[src/rtl/instr_fetch_pkg.sv]
// rtl/instr_fetch_pkg.sv - Shared fetch FSM state enum, base opcode constants and PC helpers.
package instr_fetch_pkg;

    typedef enum logic [1:0] {
        ST_IDLE,
        ST_REQ,
        ST_WAIT,
        ST_HOLD
    } fetch_state_e;

    localparam logic [6:0] OPC_LOAD      = 7'b0000011;
    localparam logic [6:0] OPC_OP_IMM    = 7'b0010011;
    localparam logic [6:0] OPC_JALR      = 7'b1100111;
    localparam logic [6:0] OPC_OP_IMM_32 = 7'b0011011;
    localparam logic [6:0] OPC_STORE     = 7'b0100011;
    localparam logic [6:0] OPC_OP        = 7'b0110011;
    localparam logic [6:0] OPC_OP_32     = 7'b0111011;
    localparam logic [6:0] OPC_BRANCH    = 7'b1100011;
    localparam logic [6:0] OPC_JAL       = 7'b1101111;
    localparam logic [6:0] OPC_AUIPC     = 7'b0010111;
    localparam logic [6:0] OPC_LUI       = 7'b0110111;

    localparam logic [63:0] INSTR_BYTES = 64'd4;

    // Instructions are 4-byte aligned; low address bits of a target are dropped.
    function automatic logic [63:0] align_pc(input logic [63:0] addr);
        return addr & ~64'h3;
    endfunction

endpackage

[src/rtl/opcode_check.sv]
// rtl/opcode_check.sv - Flags whether a 7-bit major opcode belongs to the supported set.
module opcode_check
    import instr_fetch_pkg::*;
(
    input  logic [6:0] opcode,
    output logic       legal
);

    always_comb begin
        legal = 1'b0;
        case (opcode)
            OPC_LOAD,
            OPC_OP_IMM,
            OPC_JALR,
            OPC_OP_IMM_32,
            OPC_STORE,
            OPC_OP,
            OPC_OP_32,
            OPC_BRANCH,
            OPC_JAL,
            OPC_AUIPC,
            OPC_LUI:  legal = 1'b1;
            default:  legal = 1'b0;
        endcase
    end

endmodule

[src/rtl/instr_fetch.sv]
// rtl/instr_fetch.sv - Single-outstanding instruction fetch FSM with redirect squash.
// FETCH_OPCODE_CHECK_EN enables the registered o_instr_illegal opcode check.
module instr_fetch
    import instr_fetch_pkg::*;
#(
    parameter logic [63:0] RESET_PC = 64'h0
) (
    input  logic        i_clk,
    input  logic        i_rst,
    output logic        o_mem_req_valid,
    input  logic        i_mem_req_ready,
    output logic [63:0] o_mem_addr,
    input  logic        i_mem_rsp_valid,
    input  logic [31:0] i_mem_rsp_data,
    output logic        o_instr_valid,
    input  logic        i_instr_ready,
    output logic [31:0] o_instr,
    output logic [63:0] o_pc,
    input  logic        i_redirect,
    input  logic [63:0] i_redirect_pc,
    output logic        o_instr_illegal
);

    fetch_state_e state;
    fetch_state_e state_d;
    logic [63:0]  pc;
    logic [63:0]  pc_d;
    logic         squash;
    logic         squash_d;
    logic         buf_load;
    logic         buf_clear;
    logic [63:0]  redirect_target;

    logic [31:0]  instr_q;
    logic [63:0]  pc_q;
    logic         valid_q;

    assign redirect_target = align_pc(i_redirect_pc);
    assign o_mem_req_valid = (state == ST_REQ);
    assign o_mem_addr      = pc;
    assign o_instr_valid   = valid_q;
    assign o_instr         = instr_q;
    assign o_pc            = pc_q;

    always_ff @(posedge i_clk) begin
        if (i_rst) begin
            state  <= ST_IDLE;
            pc     <= RESET_PC;
            squash <= 1'b0;
        end else begin
            state  <= state_d;
            pc     <= pc_d;
            squash <= squash_d;
        end
    end

    always_comb begin
        state_d   = state;
        pc_d      = pc;
        squash_d  = squash;
        buf_load  = 1'b0;
        buf_clear = 1'b0;

        case (state)
            ST_IDLE: state_d = ST_REQ;
            ST_REQ: begin
                // A redirect racing the handshake leaves a stale read in flight.
                if (i_mem_req_ready) begin
                    state_d  = ST_WAIT;
                    squash_d = i_redirect;
                end
            end
            ST_WAIT: begin
                if (i_mem_rsp_valid) begin
                    squash_d = 1'b0;
                    if (i_redirect || squash) begin
                        state_d = ST_REQ;
                    end else begin
                        buf_load = 1'b1;
                        pc_d     = pc + INSTR_BYTES;
                        state_d  = ST_HOLD;
                    end
                end else if (i_redirect) begin
                    squash_d = 1'b1;
                end
            end
            ST_HOLD: begin
                if (i_instr_ready) begin
                    buf_clear = 1'b1;
                    state_d   = ST_REQ;
                end
            end
            default: state_d = ST_IDLE;
        endcase

        // Redirect wins over everything; WAIT keeps its squash-based routing above.
        if (i_redirect) begin
            pc_d      = redirect_target;
            buf_clear = 1'b1;
            if (state == ST_HOLD) begin
                state_d = ST_REQ;
            end
        end
    end

    always_ff @(posedge i_clk) begin
        if (i_rst) begin
            valid_q <= 1'b0;
            instr_q <= 32'h0;
            pc_q    <= 64'h0;
        end else if (buf_load) begin
            valid_q <= 1'b1;
            instr_q <= i_mem_rsp_data;
            pc_q    <= pc;
        end else if (buf_clear) begin
            valid_q <= 1'b0;
        end
    end

`ifdef FETCH_OPCODE_CHECK_EN
    logic opcode_legal;
    logic illegal_q;

    opcode_check u_opcode_check (
        .opcode (i_mem_rsp_data[6:0]),
        .legal  (opcode_legal)
    );

    always_ff @(posedge i_clk) begin
        if (i_rst) begin
            illegal_q <= 1'b0;
        end else if (buf_load) begin
            illegal_q <= ~opcode_legal;
        end
    end

    assign o_instr_illegal = illegal_q;
`else
    assign o_instr_illegal = 1'b0;
`endif

endmodule

[config.mk]
export PLATFORM = sky130hd
export DESIGN_NAME = instr_fetch
export DESIGN_NICKNAME = d
export VERILOG_FILES = /design/src/rtl/instr_fetch_pkg.sv /design/src/rtl/opcode_check.sv /design/src/rtl/instr_fetch.sv
export SDC_FILE = /design/constraint.sdc
export NUM_CORES = 1
export LEC_CHECK = 0
export ABC_CLOCK_PERIOD_IN_PS = 4500
export CAP_MARGIN = 10
export CORE_MARGIN = 8
export CORE_UTILIZATION = 42
export DETAILED_ROUTE_END_ITERATION = 10
export GPL_TIMING_DRIVEN = 1
export PLACE_DENSITY = 0.82
export SYNTH_ARGS = -nofsm -noshare
export SYNTH_HDL_FRONTEND = slang
export SYNTH_SLANG_ARGS = --single-unit
[constraint.sdc]
create_clock -name i_clk -period 4.5 [get_ports i_clk]
set_input_delay 0.9 -clock i_clk [delete_from_list [all_inputs] [get_ports i_clk]]
set_output_delay 0.9 -clock i_clk [all_outputs]
set_load 0.1 [all_outputs]
==> results of run 1 <==
## stage by stage
step                      total power, mW  util (%)  std cells  setup WS (ps)
after CTS                            3.62      62.7       1351           1230
after global routing                 3.71      62.7       1353            924
after global placement               2.20      59.2       1319            814
after floorplan                      1.99         -        898           1290
final                                3.59      62.7       1353           1240
after detailed placement             2.20      59.2       1319            786
## worst reg2reg max path, delay by kind of cell (launching register included)
family / cells / cell delay [ps]
compound gates: 2 / 520
simple gates: 3 / 1600
fa+ha+maj: 1 / 310
flops: 1 / 420
## how the worst max path moves through the flow
| stage | from | endpoint | slack (ps) |
|---|---|---|---|
| 2_1_floorplan | o_mem_addr[4] | o_mem_addr[57] | 1290 |
| 3_3_place_gp | i_mem_rsp_valid | o_mem_addr[57] | 810 |
| 3_5_place_dp | i_mem_rsp_valid | o_mem_addr[39] | 790 |
| 4_1_cts | i_mem_rsp_valid | o_mem_addr[39] | 1230 |
| 5_1_grt | i_mem_rsp_valid | o_mem_addr[45] | 920 |
| 6_report | i_mem_rsp_valid | o_mem_addr[39] | 1240 |
## logic make-up (layout without fill, tap and decap cells)
logic type      count (synthesis)  count (layout)  synth area share [%]
other cells                     1               7                0.0527
mux                             2               2                 0.282
flops                         160             160                  45.0
xor+xnor                       30              30                  3.69
buf+inv                        78             311                  4.42
compound gates                197             197                  17.4
simple gates                  420             420                  28.1
fa+ha+maj                       6               6                  1.06
## flip-flops by register name, summed over array words and instances, names as in the netlist
signal and cells:
o_mem_addr 62, o_pc 62, o_instr 32, state 2
o_instr_valid 1, squash 1
## routing by layer
layer | up-vias | part of all wire [%] | wire, um
met1 | 3385 | 41 | 9580
met4 | 2 | 1.7 | 410
li1 | 3584 | - | -
met5 | - | 0.055 | 13
met2 | 298 | 48 | 11200
met3 | 33 | 10 | 2390
## cell type report
type	count	area, sq um	share of cell area, %
sequential	160	3200	30.8
tap	220	275	2.65
multi-input combinational	660	3620	34.8
timing repair buffer	268	2680	25.7
clock inverter	11	106	1.02
clock buffer	21	470	4.52
antenna	2	5.00	0.0481
inverter	11	42.5	0.409
## cell usage after synthesis, drive strengths merged
library cell,count
a211oi,27
and4,10
or2,2
ha,6
nand3,20
xnor2,8
o31a,1
and2,7
nor4,8
o31ai,8
nor3,10
nor2b,4
a2111oi,5
o221ai,1
or4,11
nand4b,2
o21ai,17
o21a,2
a311oi,22
o311a,3
and3,11
nand2,224
nor2,60
inv,11
clkbuf,54
nand4,28
a31oi,3
nor4b,3
and3b,1
dfxtp,160
o211a,3
a21oi,102
or3,9
nor3b,1
or4b,3
mux2i,2
conb,1
o211ai,1
nand2b,5
xor2,22
buf,13
nand3b,1
o2111a,2
## power by group through the flow
| stage | combinational (mW) | sequential, mW | clock (mW) |
|---|---|---|---|
| floorplan | 0.155 | 1.83 | 0 |
| global placement | 0.639 | 1.56 | 0 |
| detailed placement | 0.643 | 1.56 | 0 |
| CTS | 0.646 | 1.53 | 1.45 |
| global route | 0.671 | 1.54 | 1.50 |
| finish | 0.644 | 1.53 | 1.42 |
==> impl_metrics.json, run 1 <==
{
  "p_sw_share_pct": 31.4,
  "worst_hold_startpoint": "o_pc[2]",
  "run_status": "finished clean",
  "finalClockSkew_ps": 8.59,
  "min_clock_period_post_route_ps": 3260,
  "power_density_nw_per_um2": 345,
  "clock_pin_slew_on_the_worst_setup_and_hold_paths_ps": 60,
  "layout.nets": 1226,
  "rsz0062_at_grt": "false",
  "syn_to_final_growth_pct": 46.3,
  "drt-wirelength-per-cell_um": 17.5,
  "internal_power_mw": 2.47,
  "yosys_warnings": 0,
  "vdd_drop_max_v": 0.000263,
  "routed_wl_um": 23600,
  "cts-buffers-inserted": 17,
  "reg2reg_setup_slack_ps": 1530,
  "post_synth_main_area_contributors": "dfxtp_1 45%, nand2_1 12%, a21oi_1 7.2%, nor2_1 3.2%, a211oi_1 2.9%",
  "cts.sink_count": 160,
  "critical-path-top-delay-family": "simple AND/OR/NAND/NOR gates",
  "drive_above_1_share_pct": 4.77,
  "seqPwrFrac_pct": 42.6,
  "worst-endpoint-arrival_ps": 3560,
  "number_of_synthesized_register_bits": 160,
  "power_frac_comb_pct": 17.9,
  "initial_antenna_violation_count": 3,
  "grtUsageMet1_pct": 24.3,
  "placeableCoreArea_sq_um": 16600,
  "postSynthAreaPerCell_sq_um": 7.96,
  "cts-resized-gates": 0,
  "yosysUniqueCellTypes": 53,
  "number_of_cell_rows": 47,
  "tritonroute_pass_1_iters": 5,
  "crit-reg2reg-capture": "o_mem_addr[39]",
  "final_max_slew_viol_count": 0,
  "timing.critical_path.depth": 6,
  "critical_path_peak_fanout": 10,
  "synth_area_leader_cell": "dfxtp_1",
  "critical_path_class": "in -> reg",
  "timing.fmax_ghz": 0.307,
  "cts_hold_repair.buffers": 0,
  "drt_via_density": 5.40,
  "nFillCells": 1470,
  "worstHoldPathCells": 2,
  "gr-usage-met3_pct": 8.53,
  "max-cap-violations": 0,
  "grt_first_pass_wirelength_um": 37100,
  "cp.required_ps": 4800,
  "timing.final.crit_share_pct": 72.5,
  "path_buf_inv": 1,
  "top_level_ports": 265,
  "grt_util_met2_pct": 35.5,
  "critical_path.slowest_cell": "or4_1",
  "drt_first_iter_violations": 568,
  "numPortBuffers": 257,
  "ys_seq_area_share_pct": 45.0,
  "path_cells": "clkdlybuf4s50_1, nand3b_2, or4_1, nor3_2, a311oi_1, a2111oi_0",
  "fin_hold_ws_ps": 452,
  "place_congestion": 0.835,
  "overall_die_height_um": 146,
  "worst-r2r-cell-count": 6,
  "grt_max_degree": 95,
  "fin_area_sq_um": 10400,
  "timing.hold.worst.class": "reg -> reg",
  "layout_common_cells": "256 x clkdlybuf4s50_1, 223 x nand2_1, 160 x dfxtp_1",
  "detailroute.via_count": 7302,
  "dp_hpwl_um": 16800,
  "postPlaceCellArea_sq_um": 9820,
  "netlist_instances": 894,
  "fin_tns_setup_ps": 0,
  "initial_core_util_pct": 42.9,
  "critical-path-max-stage-delay_ps": 750,
  "via_count_of_the_first_global_routing_pass": 6913,
  "syn-cell-area_sq_um": 7110,
  "max_slew_margin_pct": 31.2,
  "netSwitchingPower_mw": 1.13,
  "timing_hold_violations_final": 0,
  "mostFrequentLayoutCell": "clkdlybuf4s50_1",
  "worst_hold_path.endpoint": "o_pc[2]",
  "gr-usage-all-layers_pct": 21.3,
  "cts_setup_buffers": 0,
  "overflow": 0,
  "cts_tree": "yes",
  "yosys.area.top_type_share_pct": 45.0,
  "layer_with_the_highest_usage": "met2",
  "detail_route.drc_violations": 0,
  "clock_path_buffers": 2,
  "share_clk_of_total_power_pct": 39.5,
  "worst_r2r_startpoint": "state[1]",
  "insertion_delay_ps": 430,
  "tightest_slew_ps": 1030,
  "die_w_um": 146,
  "final-setup-viol-count": 0,
  "timing.critical_path.from_type": "primary input",
  "h-tree-depth": 4,
  "route.antenna.remaining_nets": 0,
  "die_area_sq_um": 21400,
  "p_leak_nw": 3.47,
  "worst_setup_path_end_kind": "register",
  "clockRootBuffer": "clkbuf_16"
}
(Power assumes the default switching activity.)
==> run 2: changes to the inputs <==
--- a/config.mk
+++ b/config.mk
@@ -5,13 +5,13 @@
 export SDC_FILE = /design/constraint.sdc
 export NUM_CORES = 1
 export LEC_CHECK = 0
-export ABC_CLOCK_PERIOD_IN_PS = 4500
+export ABC_CLOCK_PERIOD_IN_PS = 2800
 export CAP_MARGIN = 10
 export CORE_MARGIN = 8
-export CORE_UTILIZATION = 42
+export CORE_UTILIZATION = 40
 export DETAILED_ROUTE_END_ITERATION = 10
 export GPL_TIMING_DRIVEN = 1
-export PLACE_DENSITY = 0.82
+export PLACE_DENSITY = 0.81
 export SYNTH_ARGS = -nofsm -noshare
 export SYNTH_HDL_FRONTEND = slang
 export SYNTH_SLANG_ARGS = --single-unit
==> constraint.sdc (replaced) <==
create_clock -name i_clk -period 2.8 [get_ports i_clk]
set_input_delay 0.56 -clock i_clk [delete_from_list [all_inputs] [get_ports i_clk]]
set_output_delay 0.56 -clock i_clk [all_outputs]
set_load 0.1 [all_outputs]
==> run 2 against run 1 <==
Against the previous run: global-route usage down 0.52 points; wire length grew 1.6%; critical path depth did not move; sequential cell count did not move; sequential share of layout area rose by 0.59 points; die area rose by 4.4%; hold slack barely moved; utilization shrank 3.5 points; count of clock-buffer cells in the layout unchanged; non-clock buffer count increased by 25; critical path type is now reg -> reg; critical endpoint is now o_mem_addr[57]; largest cell class unchanged.
==> impl_metrics.json, run 2 (synthesis gave the netlist of run 1 again) <==
{
  "drive_above_1_share_pct": 22.1,
  "tritonroute_pass_1_iters": 4,
  "finalClockSkew_ps": 9.47,
  "timing_hold_violations_final": 0,
  "overall_die_height_um": 149,
  "top_level_ports": 265,
  "layout_common_cells": "223 x nand2_1, 190 x buf_4, 142 x dfxtp_1",
  "final_util_pct": 59.3,
  "drt_first_iter_violations": 374,
  "grtUsageMet1_pct": 24.2,
  "critical_path_peak_fanout": 6,
  "cts.sink_count": 160,
  "timing.final.crit_share_pct": 88.6,
  "critical_path_class": "reg -> reg",
  "drt_via_density": 5.26,
  "place_congestion": 0.809,
  "setup_ws_ps": 319,
  "cts_setup_buffers": 0,
  "timing.critical_path.from_type": "register",
  "report.power.total_mw": 5.86,
  "detail_route.drc_violations": 0,
  "clock_path_buffers": 2,
  "cts_tree": "yes",
  "path_cells": "ha_1, nand3b_2, or4_1, or3_4, or4b_1, o2111a_1",
  "worst_r2r_startpoint": "state[1]",
  "run_status": "finished clean",
  "worst_setup_path_end_kind": "register",
  "clock_pin_slew_on_the_worst_setup_and_hold_paths_ps": 70,
  "worst-r2r-cell-count": 6,
  "cts-resized-gates": 0,
  "layer_with_the_highest_usage": "met2",
  "die_area_sq_um": 22300,
  "gr-usage-all-layers_pct": 20.8,
  "p_leak_nw": 3.93,
  "min_clock_period_post_route_ps": 2480,
  "final_cells": 1384,
  "preCtsSetupSlack_ps": -88.9,
  "drt-wirelength-per-cell_um": 17.3,
  "die_w_um": 149,
  "power_density_nw_per_um2": 569,
  "tightest_slew_ps": 690,
  "final_max_slew_viol_count": 0,
  "grt_max_degree": 149,
  "crit-reg2reg-capture": "o_mem_addr[57]",
  "place.detailed.instances": 1349,
  "gr-usage-met3_pct": 8.53,
  "max_slew_margin_pct": 54.0,
  "route.antenna.remaining_nets": 0,
  "fin_area_sq_um": 10300,
  "initial_antenna_violation_count": 2,
  "timing.hold.worst.class": "reg -> reg",
  "worst_hold_path.endpoint": "o_instr[26]",
  "cts_hold_repair.buffers": 0,
  "clockRootBuffer": "clkbuf_16",
  "grt_first_pass_wirelength_um": 37100,
  "dp_hpwl_um": 17300,
  "worstHoldPathCells": 2,
  "final-setup-viol-count": 0,
  "routed_wl_um": 24000,
  "critical-path-max-stage-delay_ps": 570,
  "insertion_delay_ps": 420,
  "number_of_cell_rows": 48,
  "cts-buffers-inserted": 17,
  "via_count_of_the_first_global_routing_pass": 7059,
  "detailroute.via_count": 7285,
  "syn_to_final_growth_pct": 44.7,
  "placeableCoreArea_sq_um": 17400,
  "vdd_drop_max_v": 0.000430,
  "max-cap-violations": 0,
  "layout.nets": 1251,
  "postPlaceCellArea_sq_um": 9680,
  "worst-endpoint-arrival_ps": 2790,
  "overflow": 0,
  "mostFrequentLayoutCell": "nand2_1",
  "timing.fmax_ghz": 0.403,
  "grt_util_met2_pct": 33.4,
  "initial_core_util_pct": 41.0,
  "reg2reg_setup_slack_ps": 320,
  "numPortBuffers": 257,
  "cp.required_ps": 3110,
  "rsz0062_at_grt": "false",
  "critical_path.slowest_cell": "or4_1",
  "worst_hold_startpoint": "o_instr[26]",
  "h-tree-depth": 4
}
## run 2: per-stage QoR
step	hold WS [ps]	setup TNS, ps
3_3_place_gp	442	-107
4_1_cts	456	0
6_report	452	0
3_5_place_dp	447	-114
2_1_floorplan	507	0
5_1_grt	469	0
## run 2: final cells by class
class,instances,area (sq um)
diodes,3,7.51
repair buffers,293,2510
fillers,1513,7070
well taps,225,282
clock inverters,11,128
flip-flops and latches,160,3230
clock buffers,21,470
inverters,11,42.5
multi-input cells,660,3620
## run 2: per-layer routing
metal / vias to the layer above / wire length (um) / part of all wire [%]
met2: 251 / 11000 / 46
met4: 0 / 399 / 1.7
met1: 3368 / 10200 / 42
met5: - / 0 / 0
met3: 25 / 2430 / 10
li1: 3641 / - / -
## run 2: power by group
group | leakage (nW) | total (mW) | switching, mW | internal (mW)
combinational | 2.33 | 1.03 | 0.726 | 0.303
clock | 0.287 | 2.37 | 0.975 | 1.39
sequential | 1.31 | 2.46 | 0.110 | 2.35
## run 2: how the worst max path moves through the flow
stage | start | endpoint | slack [ps] | cells after the start
after floorplan | o_mem_addr[23] | o_mem_addr[46] | 3 | 6
after global placement | i_mem_rsp_valid | o_mem_addr[57] | -90 | 6
after detailed placement | i_mem_rsp_valid | o_mem_addr[57] | -90 | 6
after CTS | state[1] | o_mem_addr[57] | 320 | 6
after global routing | state[1] | o_mem_addr[45] | 160 | 8
final | state[1] | o_mem_addr[57] | 320 | 6
## run 2: critical path, delay by kind of cell (launching register included)
family / cells / cell delay, ps
compound gates: 1 / 120
flops: 1 / 420
simple gates: 4 / 1590
fa+ha+maj: 1 / 230
==> run 3: changes to the inputs <==
--- a/config.mk
+++ b/config.mk
@@ -7,11 +7,12 @@
 export LEC_CHECK = 0
 export ABC_CLOCK_PERIOD_IN_PS = 2800
 export CAP_MARGIN = 10
-export CORE_MARGIN = 8
+export CORE_MARGIN = 3
 export CORE_UTILIZATION = 40
 export DETAILED_ROUTE_END_ITERATION = 10
 export GPL_TIMING_DRIVEN = 1
 export PLACE_DENSITY = 0.81
+export SLEW_MARGIN = 20
 export SYNTH_ARGS = -nofsm -noshare
 export SYNTH_HDL_FRONTEND = slang
 export SYNTH_SLANG_ARGS = --single-unit
==> run 3 against run 2 <==
Against the previous run: clock power increased by 3%; utilization down 0.20 points; sequential share of layout area rose by 0.11 points; sequential power is essentially flat; register-to-register slack hardly changed; largest cell class unchanged; final area decreased by 0.34%; count of clock-buffer cells in the layout fell by 1; via count up 0.44%; wire length fell by 4.8%.
==> impl_metrics.json, run 3 (synthesis gave the netlist of run 1 again) <==
{
  "timing.final.crit_share_pct": 88.8,
  "internal_power_mw": 4.14,
  "clock_pin_slew_on_the_worst_setup_and_hold_paths_ps": 60,
  "detailroute.via_count": 7317,
  "place_congestion": 0.833,
  "netSwitchingPower_mw": 1.79,
  "initial_antenna_violation_count": 1,
  "p_sw_share_pct": 30.2,
  "path_cells": "inv_1, ha_1, buf_4, nand4b_1, nor3_2, nand4_1, or4_1, a311oi_1",
  "final-setup-viol-count": 0,
  "min_clock_period_post_route_ps": 2490,
  "detail_route.drc_violations": 0,
  "worst_setup_path_end_kind": "register",
  "via_count_of_the_first_global_routing_pass": 6921,
  "power_density_nw_per_um2": 578,
  "tritonroute_pass_1_iters": 5,
  "cp.required_ps": 3120,
  "clock_path_buffers": 2,
  "postPlaceCellArea_sq_um": 9630,
  "grt_max_degree": 149,
  "finalClockSkew_ps": 9.52,
  "power_frac_comb_pct": 17.3,
  "rsz0062_at_grt": "false",
  "run_status": "finished clean",
  "cts-buffers-inserted": 17,
  "timing.fmax_ghz": 0.402,
  "critical-path-max-stage-delay_ps": 570,
  "vdd_drop_max_v": 0.000440,
  "route.antenna.remaining_nets": 0,
  "initial_core_util_pct": 41.0,
  "routed_wl_um": 22900,
  "critical-path-top-delay-family": "simple AND/OR/NAND/NOR gates",
  "top_level_ports": 265,
  "drive_above_1_share_pct": 21.5,
  "critical_path_class": "reg -> reg",
  "max_slew_margin_pct": 47.0,
  "placeableCoreArea_sq_um": 17400,
  "dp_hpwl_um": 16100,
  "timing.hold.worst.class": "reg -> reg",
  "numPortBuffers": 257,
  "grt_first_pass_wirelength_um": 36400,
  "layout_common_cells": "223 x nand2_1, 183 x buf_4, 142 x dfxtp_1",
  "number_of_cell_rows": 48,
  "timing_hold_violations_final": 0,
  "insertion_delay_ps": 420,
  "overflow": 0,
  "gr-usage-all-layers_pct": 22.7,
  "cts_setup_buffers": 0,
  "fin_area_sq_um": 10300,
  "drt-wirelength-per-cell_um": 16.6,
  "max-cap-violations": 0,
  "critical_path_peak_fanout": 6,
  "clockRootBuffer": "clkbuf_16",
  "setup_ws_ps": 313,
  "preCtsSetupSlack_ps": -112,
  "share_clk_of_total_power_pct": 41.1,
  "die_area_sq_um": 19400,
  "path_buf_inv": 2,
  "drt_via_density": 5.33,
  "p_leak_nw": 3.90,
  "seqPwrFrac_pct": 41.5,
  "cts_tree": "yes",
  "final_max_slew_viol_count": 0,
  "worst-endpoint-arrival_ps": 2800,
  "layout.nets": 1244,
  "timing.critical_path.from_type": "register",
  "critical_path.slowest_cell": "or4_1",
  "die_w_um": 139,
  "syn_to_final_growth_pct": 44.2,
  "cts.sink_count": 160,
  "cts_hold_repair.buffers": 0,
  "mostFrequentLayoutCell": "nand2_1",
  "cts-resized-gates": 0,
  "drt_first_iter_violations": 518,
  "h-tree-depth": 4,
  "tightest_slew_ps": 795,
  "overall_die_height_um": 139
}
## run 3: cell types whose count changed in the layout (fill, tap and decap cells not counted)
cell	before	now
diode_2	3	1
inv_6	3	2
clkinv_2	3	2
clkbuf_16	17	18
clkinv_4	1	2
clkbuf_8	3	1
buf_4	190	183
bufinv_16	2	3
## run 3: routing by layer
layer,up-vias,track usage (%),part of all wire (%)
met5,-,0,0
met4,0,6.69,1.6
met3,31,6.53,8.0
met2,267,37.0,47
met1,3406,29.4,43
li1,3613,-,-
## run 3: cell type report
cell class / instances / area, sq um
fill: 1574 / 7100
multi-input combinational: 660 / 3620
sequential: 160 / 3230
timing repair buffer: 286 / 2450
clock buffer: 20 / 468
tap: 225 / 282
clock inverter: 11 / 153
inverter: 11 / 42.5
antenna: 1 / 2.50
## run 3: through the flow
| stage | power, mW | util (%) | cells | setup TNS, ps | hold slack (ps) |
|---|---|---|---|---|---|
| floorplan | 3.20 | - | 898 | 0 | 507 |
| global placement | 3.53 | 55.5 | 1342 | -147 | 442 |
| detailed placement | 3.54 | 55.5 | 1342 | -579 | 447 |
| CTS | 5.97 | 59.1 | 1373 | 0 | 456 |
| global route | 6.11 | 59.1 | 1374 | 0 | 470 |
| finish | 5.93 | 59.1 | 1374 | 0 | 453 |
## run 3: final timing paths
kind	start	end	slack (ps)	cells past startpoint
worst max-delay path	state[0]	o_mem_addr[54]	310	8
worst min-delay path	o_instr[24]	o_instr[24]	450	2
worst max register to register	state[0]	o_mem_addr[54]	310	8
worst min register to register	o_instr[24]	o_instr[24]	450	2
## run 3: power by group through the flow
| stage | sequential [mW] | combinational, mW | clock [mW] |
|---|---|---|---|
| 2_1_floorplan | 2.95 | 0.249 | 0 |
| 3_3_place_gp | 2.51 | 1.02 | 0 |
| 3_5_place_dp | 2.51 | 1.03 | 0 |
| 4_1_cts | 2.46 | 1.03 | 2.48 |
| 5_1_grt | 2.47 | 1.07 | 2.56 |
| 6_report | 2.46 | 1.03 | 2.44 |
## run 3: worst reg2reg max path: stages (launching register included)
cell      delay [ps]
dfxtp_1          360
inv_1            100
ha_1             190
buf_4            140
nand4b_1         140
nor3_2           270
nand4_1          360
or4_1            570
a311oi_1         270
==> RTL edit 1 (settings of run 1) <==
Build with the macro `FETCH_OPCODE_CHECK_EN` defined.
--- a/src/rtl/instr_fetch.sv
+++ b/src/rtl/instr_fetch.sv
@@ -1,5 +1,7 @@
 // rtl/instr_fetch.sv - Single-outstanding instruction fetch FSM with redirect squash.
 // FETCH_OPCODE_CHECK_EN enables the registered o_instr_illegal opcode check.
+`define FETCH_OPCODE_CHECK_EN
+
 module instr_fetch
     import instr_fetch_pkg::*;
 #(
Function: changed (Yosys sat finds a counterexample within 4 cycles, from zero or initial values and one cycle with i_rst high).
==> RTL edit 1 against run 1 <==
- synthesized cell count is 6.5% higher
- final area is 4.5% higher
- non-clock buffer count fell by 2
- sequential share of layout area fell by 1.1 points
- utilization is 1.8 points lower
- critical path depth unchanged
- clock skew about the same
- worst setup slack worse by 0.0013 ns
- via count increased by 7.8%
- power increased by 5.2%
- synthesized area grew 6.5%
- routed wire length up 13%
- sequential cell count rose by 1
==> RTL edit 1: results (changes against run 1) <==
| Metric | Value |
|---|---|
| WL met1 | `10.2 mm (+6.3%)` |
| Ys async rst share | `0% (unchanged)` |
| Worst-case clock buffer depth | `2 (unchanged)` |
| Leakage Power | `3.67 nW (+5.7%)` |
| Initial DRC count | `679 (+20%)` |
| Status | `completed` |
| Routing usage on met3 | `9.77% (+1.2 points)` |
| Final non-filler cell total | `1415 (+4.6%)` |
| Worst r2r src | `state[1]` |
| Clock root buffer master | `clkbuf_16` |
| DR WL met2 | `12.5 mm (+12%)` |
| HP Class | `flip-flop to flip-flop` |
| Hpwl dp | `18.9 mm (+13%)` |
| Via count | `7870 (+7.8%)` |
| Unique masters post-synth | `66 (+25%)` |
| Syn avg cell area | `7.96 um2 (about the same)` |
| Critical-path top delay cell | `and3b_1` |
| Layout cell share with drive strength beyond 1 | `5.49% (+0.72 points)` |
| Number of global-route vias before repair | `7429 (+7.5%)` |
| Area contributors post-synth | `dfxtp_1 43%, nand2_1 11%, a21oi_1 6.7%` |
| # nets final | `1279 (+4.3%)` |
| Worst Path Max Fanout | `13 (+3)` |
| Arr. time, crit path | `3.58 ns (+0.02 ns)` |
| Cts bufs inserted | `17 (unchanged)` |
| Worst Clk Skew | `0.00845 ns (-0.000142 ns)` |
| Placer Congestion | `0.885 (+6.1%)` |
| Setup tns final | `0 ns (unchanged)` |
| Pre-antenna DRT Iters | `5 (unchanged)` |
| Worst slew margin | `27.6% (-3.6 points)` |
| Slowest stage delay, CP | `0.62 ns (-0.13 ns)` |
| Prevailing post-synth register cell | `dfxtp_1` |
| Remaining antenna violation count | `0 (unchanged)` |
| Worst Hold Launch | `o_instr[13]` |
| Peak supply drop | `245 uV (-6.7%)` |
| Commonest cells in the synthesized netlist | `228 x nand2_1, 161 x dfxtp_1, 102 x a21oi_1, 65 x nor2_1, 46 x clkbuf_1` |
| Final WL | `26.7 mm (+13%)` |
| Uppermost routed layer | `met4` |
| First-pass GRT wire length | `40.7 mm (+10%)` |
| Post-CTS sizing | `0 (unchanged)` |
| Global-route track usage on met1 | `26.5% (+2.2 points)` |
| Met2 Use GR | `36.6% (+1.1 points)` |
| Initial antenna violation count | `2 (-1)` |
| Largest net degree at the start of global routing | `97 (+2.1%)` |
| I/O Buffers | `258 (+0.39%)` |
| DR WL met3 | `3.48 mm (+45%)` |
| GR Util All Layers | `22.8% (+1.5 points)` |
| Sequential area share after synthesis | `42.6% (-2.5 points)` |
| Dpl ws | `0.865 ns (+0.0797 ns)` |
## RTL edit 1: worst reg2reg max path, cell delays in order, from the launching register on
cell and delay (ns):
dfxtp_1 0.43, ha_1 0.37, and3b_1 0.63, nand4_4 0.39, nand2b_1 0.45, or2_0 0.30
a2111oi_1 0.33
## RTL edit 1: power breakdown
part           leakage (nW)  total [W]  switching [W]  internal, W
logic                  2.06   0.000683       0.000475     0.000208
registers              1.31    0.00156      0.0000845      0.00147
clock network         0.294    0.00154       0.000616     0.000925
## RTL edit 1: cell type report
cell class | count | area [um2]
fillers | 1567 | 6970
diodes | 2 | 5.00
well taps | 229 | 287
multi-input cells | 716 | 4050
clock buffers | 22 | 474
repair buffers | 266 | 2650
flip-flops and latches | 161 | 3220
clock inverters | 10 | 148
inverters | 9 | 33.8
## RTL edit 1: kinds of logic after synthesis
family | count (synthesis) | synth area share (%)
flops | 161 | 42.6
compound gates | 183 | 15.0
mux | 8 | 1.06
xor+xnor | 35 | 4.05
simple gates | 480 | 32.0
fa+ha+maj | 6 | 0.991
other cells | 1 | 0.0495
buf+inv | 78 | 4.28
## RTL edit 1: through the flow
step                total power (W)  area (um2)
global placement            0.00226       10200
finish                      0.00378       10900
global route                0.00390       10900
CTS                         0.00380       10900
detailed placement          0.00227       10200
floorplan                   0.00204        7590
## RTL edit 1: worst paths after layout
path,to,slack (ns),depth (start not counted)
setup / recovery,o_mem_addr[55],1.24,6
hold / removal,o_instr[13],0.45,2
setup reg to reg,o_mem_addr[55],1.49,6
hold reg to reg,o_instr[13],0.45,2
==> RTL edit 2 (flow settings as in run 1) <==
Without the edit above. Encoding of `fetch_state_e`: now one-hot (4 bits for 4 states).
--- a/src/rtl/instr_fetch_pkg.sv
+++ b/src/rtl/instr_fetch_pkg.sv
@@ -1,11 +1,11 @@
 // rtl/instr_fetch_pkg.sv - Shared fetch FSM state enum, base opcode constants and PC helpers.
 package instr_fetch_pkg;
 
-    typedef enum logic [1:0] {
-        ST_IDLE,
-        ST_REQ,
-        ST_WAIT,
-        ST_HOLD
+    typedef enum logic [3:0] {
+        ST_IDLE = 4'b0001,
+        ST_REQ  = 4'b0010,
+        ST_WAIT = 4'b0100,
+        ST_HOLD = 4'b1000
     } fetch_state_e;
 
     localparam logic [6:0] OPC_LOAD      = 7'b0000011;
Function: no difference found for any inputs over 4 cycles, from zero or initial values and one cycle with i_rst high; so few cycles prove little.
==> RTL edit 2 against run 1 <==
- critical path depth unchanged
- sequential cell count up 2
- routed wire length up 15%
- worst setup slack worse by 0.31 ns
- sequential share of layout area down 0.33 points
- power up 1.8%
- synthesized area up 3.9%
- final area up 2.3%
- largest cell class unchanged
- highest routed layer unchanged
==> RTL edit 2: results (changes against run 1) <==
| Metric | Value |
|---|---|
| Comb power | `0.000624 W (-3.1%)` |
| WL met1 | `10.9 mm (+14%)` |
| Initial DRC count | `613 (+7.9%)` |
| Commonest cells in the synthesized netlist | `248 x nand2_1, 162 x dfxtp_1, 101 x a21oi_1, 58 x clkbuf_1, 54 x nor2_1` |
| Dpl ws | `0.587 ns (-0.199 ns)` |
| Layout cell share with drive strength beyond 1 | `4.66% (-0.12 points)` |
| Slew at the pin with the worst max-slew slack | `1.09 ns (+0.0629 ns)` |
| Leakage Power | `3.37 nW (-2.8%)` |
| R2R Setup Slk | `1.12 ns (-0.41 ns)` |
| Worst r2r src | `state[0]` |
| Status | `completed` |
| Placer Congestion | `0.887 (+6.3%)` |
| Worst R2R Path Depth | `5 (-1)` |
| Largest net degree at the start of global routing | `93 (-2.1%)` |
| Area contributors post-synth | `dfxtp_1 44%, nand2_1 13%, a21oi_1 6.8%` |
| Number of global-route vias before repair | `7580 (+9.6%)` |
| First-pass GRT wire length | `41.8 mm (+13%)` |
| Fill cells | `1542 (+4.9%)` |
| Unique masters post-synth | `57 (+7.5%)` |
| Hold Worst Slack | `0.453 ns (+0.000452 ns)` |
| Routed WL per cell | `19.2 um (+10%)` |
| Sequential area share after synthesis | `43.9% (-1.1 points)` |
| Peak supply drop | `308 uV (+17%)` |
| Slowest stage delay, CP | `0.70 ns (-0.05 ns)` |
| Initial antenna violation count | `5 (+2)` |
| DR WL met2 | `13.0 mm (+15%)` |
| Worst Clk Skew | `0.00972 ns (+0.00113 ns)` |
| Syn avg cell area | `7.78 um2 (-2.2%)` |
| Post-placement cell area | `10000 um2 (+2.3%)` |
| Met2 Use GR | `39.0% (+3.5 points)` |
| GR Util All Layers | `23.7% (+2.4 points)` |
| Cell Int Power | `0.00246 W (-0.11%)` |
| # nets final | `1271 (+3.7%)` |
| Hpwl dp | `19.4 mm (+15%)` |
| DR WL met3 | `2.77 mm (+16%)` |
| Seq pwr share | `42.9% (+0.3 points)` |
| Via count | `7949 (+8.9%)` |
| Placed cell count | `1374 (+4.2%)` |
| Routing usage on met3 | `8.02% (-0.51 points)` |
| Arr. time, crit path | `3.88 ns (+0.32 ns)` |
| Via/cell ratio | `5.64 (+4.5%)` |
| Critical-path top delay cell | `nor4_4` |
| Worst Hold Launch | `o_instr[2]` |
| Global-route track usage on met1 | `28.2% (+3.9 points)` |
| Ys async rst share | `0% (unchanged)` |
| Worst Path Max Fanout | `11 (+1)` |
[RTL edit 2: changes by cell type after synthesis, moves of 6 or more]
cell	run 1	this run
nand2_1	224	248
nor4_1	7	21
a31oi_1	3	11
or3_1	8	15
or4_1	11	18
nand4_1	27	33
nor2_1	60	54
o21ai_0	17	23
xor2_1	22	16
[RTL edit 2: how the worst max path moves through the flow]
stage          slack (ns)             end             from
6_report             0.92  o_mem_addr[50]  i_mem_rsp_valid
5_1_grt              0.71  o_mem_addr[50]  i_mem_rsp_valid
4_1_cts              1.01  o_mem_addr[50]  i_mem_rsp_valid
3_5_place_dp         0.59  o_mem_addr[50]  i_mem_rsp_valid
3_3_place_gp         0.70  o_mem_addr[50]  i_mem_rsp_valid
2_1_floorplan        1.30  o_mem_addr[53]   o_mem_addr[15]
[RTL edit 2: area by class of cell]
type / count / area (um2) / area share [%]
Multi-Input combinational cell: 708 / 3820 / 35.9
Clock buffer: 17 / 425 / 4.00
Inverter: 13 / 48.8 / 0.458
Clock inverter: 15 / 168 / 1.57
Sequential cell: 162 / 3240 / 30.5
Timing Repair Buffer: 266 / 2650 / 24.9
Antenna cell: 4 / 10.0 / 0.0940
Tap cell: 225 / 282 / 2.64
[RTL edit 2: worst max-delay path: cells and delay by family]
family,cells,cell delay (ns)
AOI/OAI and AO/OA,2,0.85
buffers and inverters,1,0.63
and+or+nand+nor,3,1.49
[RTL edit 2: cells by family (layout without fill, tap and decap cells)]
kind of cell / after synthesis / in the layout / share of synthesized area [%]
compound gates: 212 / 212 / 17.8
simple gates: 461 / 461 / 29.9
other cells: 1 / 9 / 0.0508
buf+inv: 84 / 311 / 4.79
xor+xnor: 27 / 27 / 3.20
fa+ha+maj: 1 / 1 / 0.169
mux: 2 / 2 / 0.271
flops: 162 / 162 / 43.9
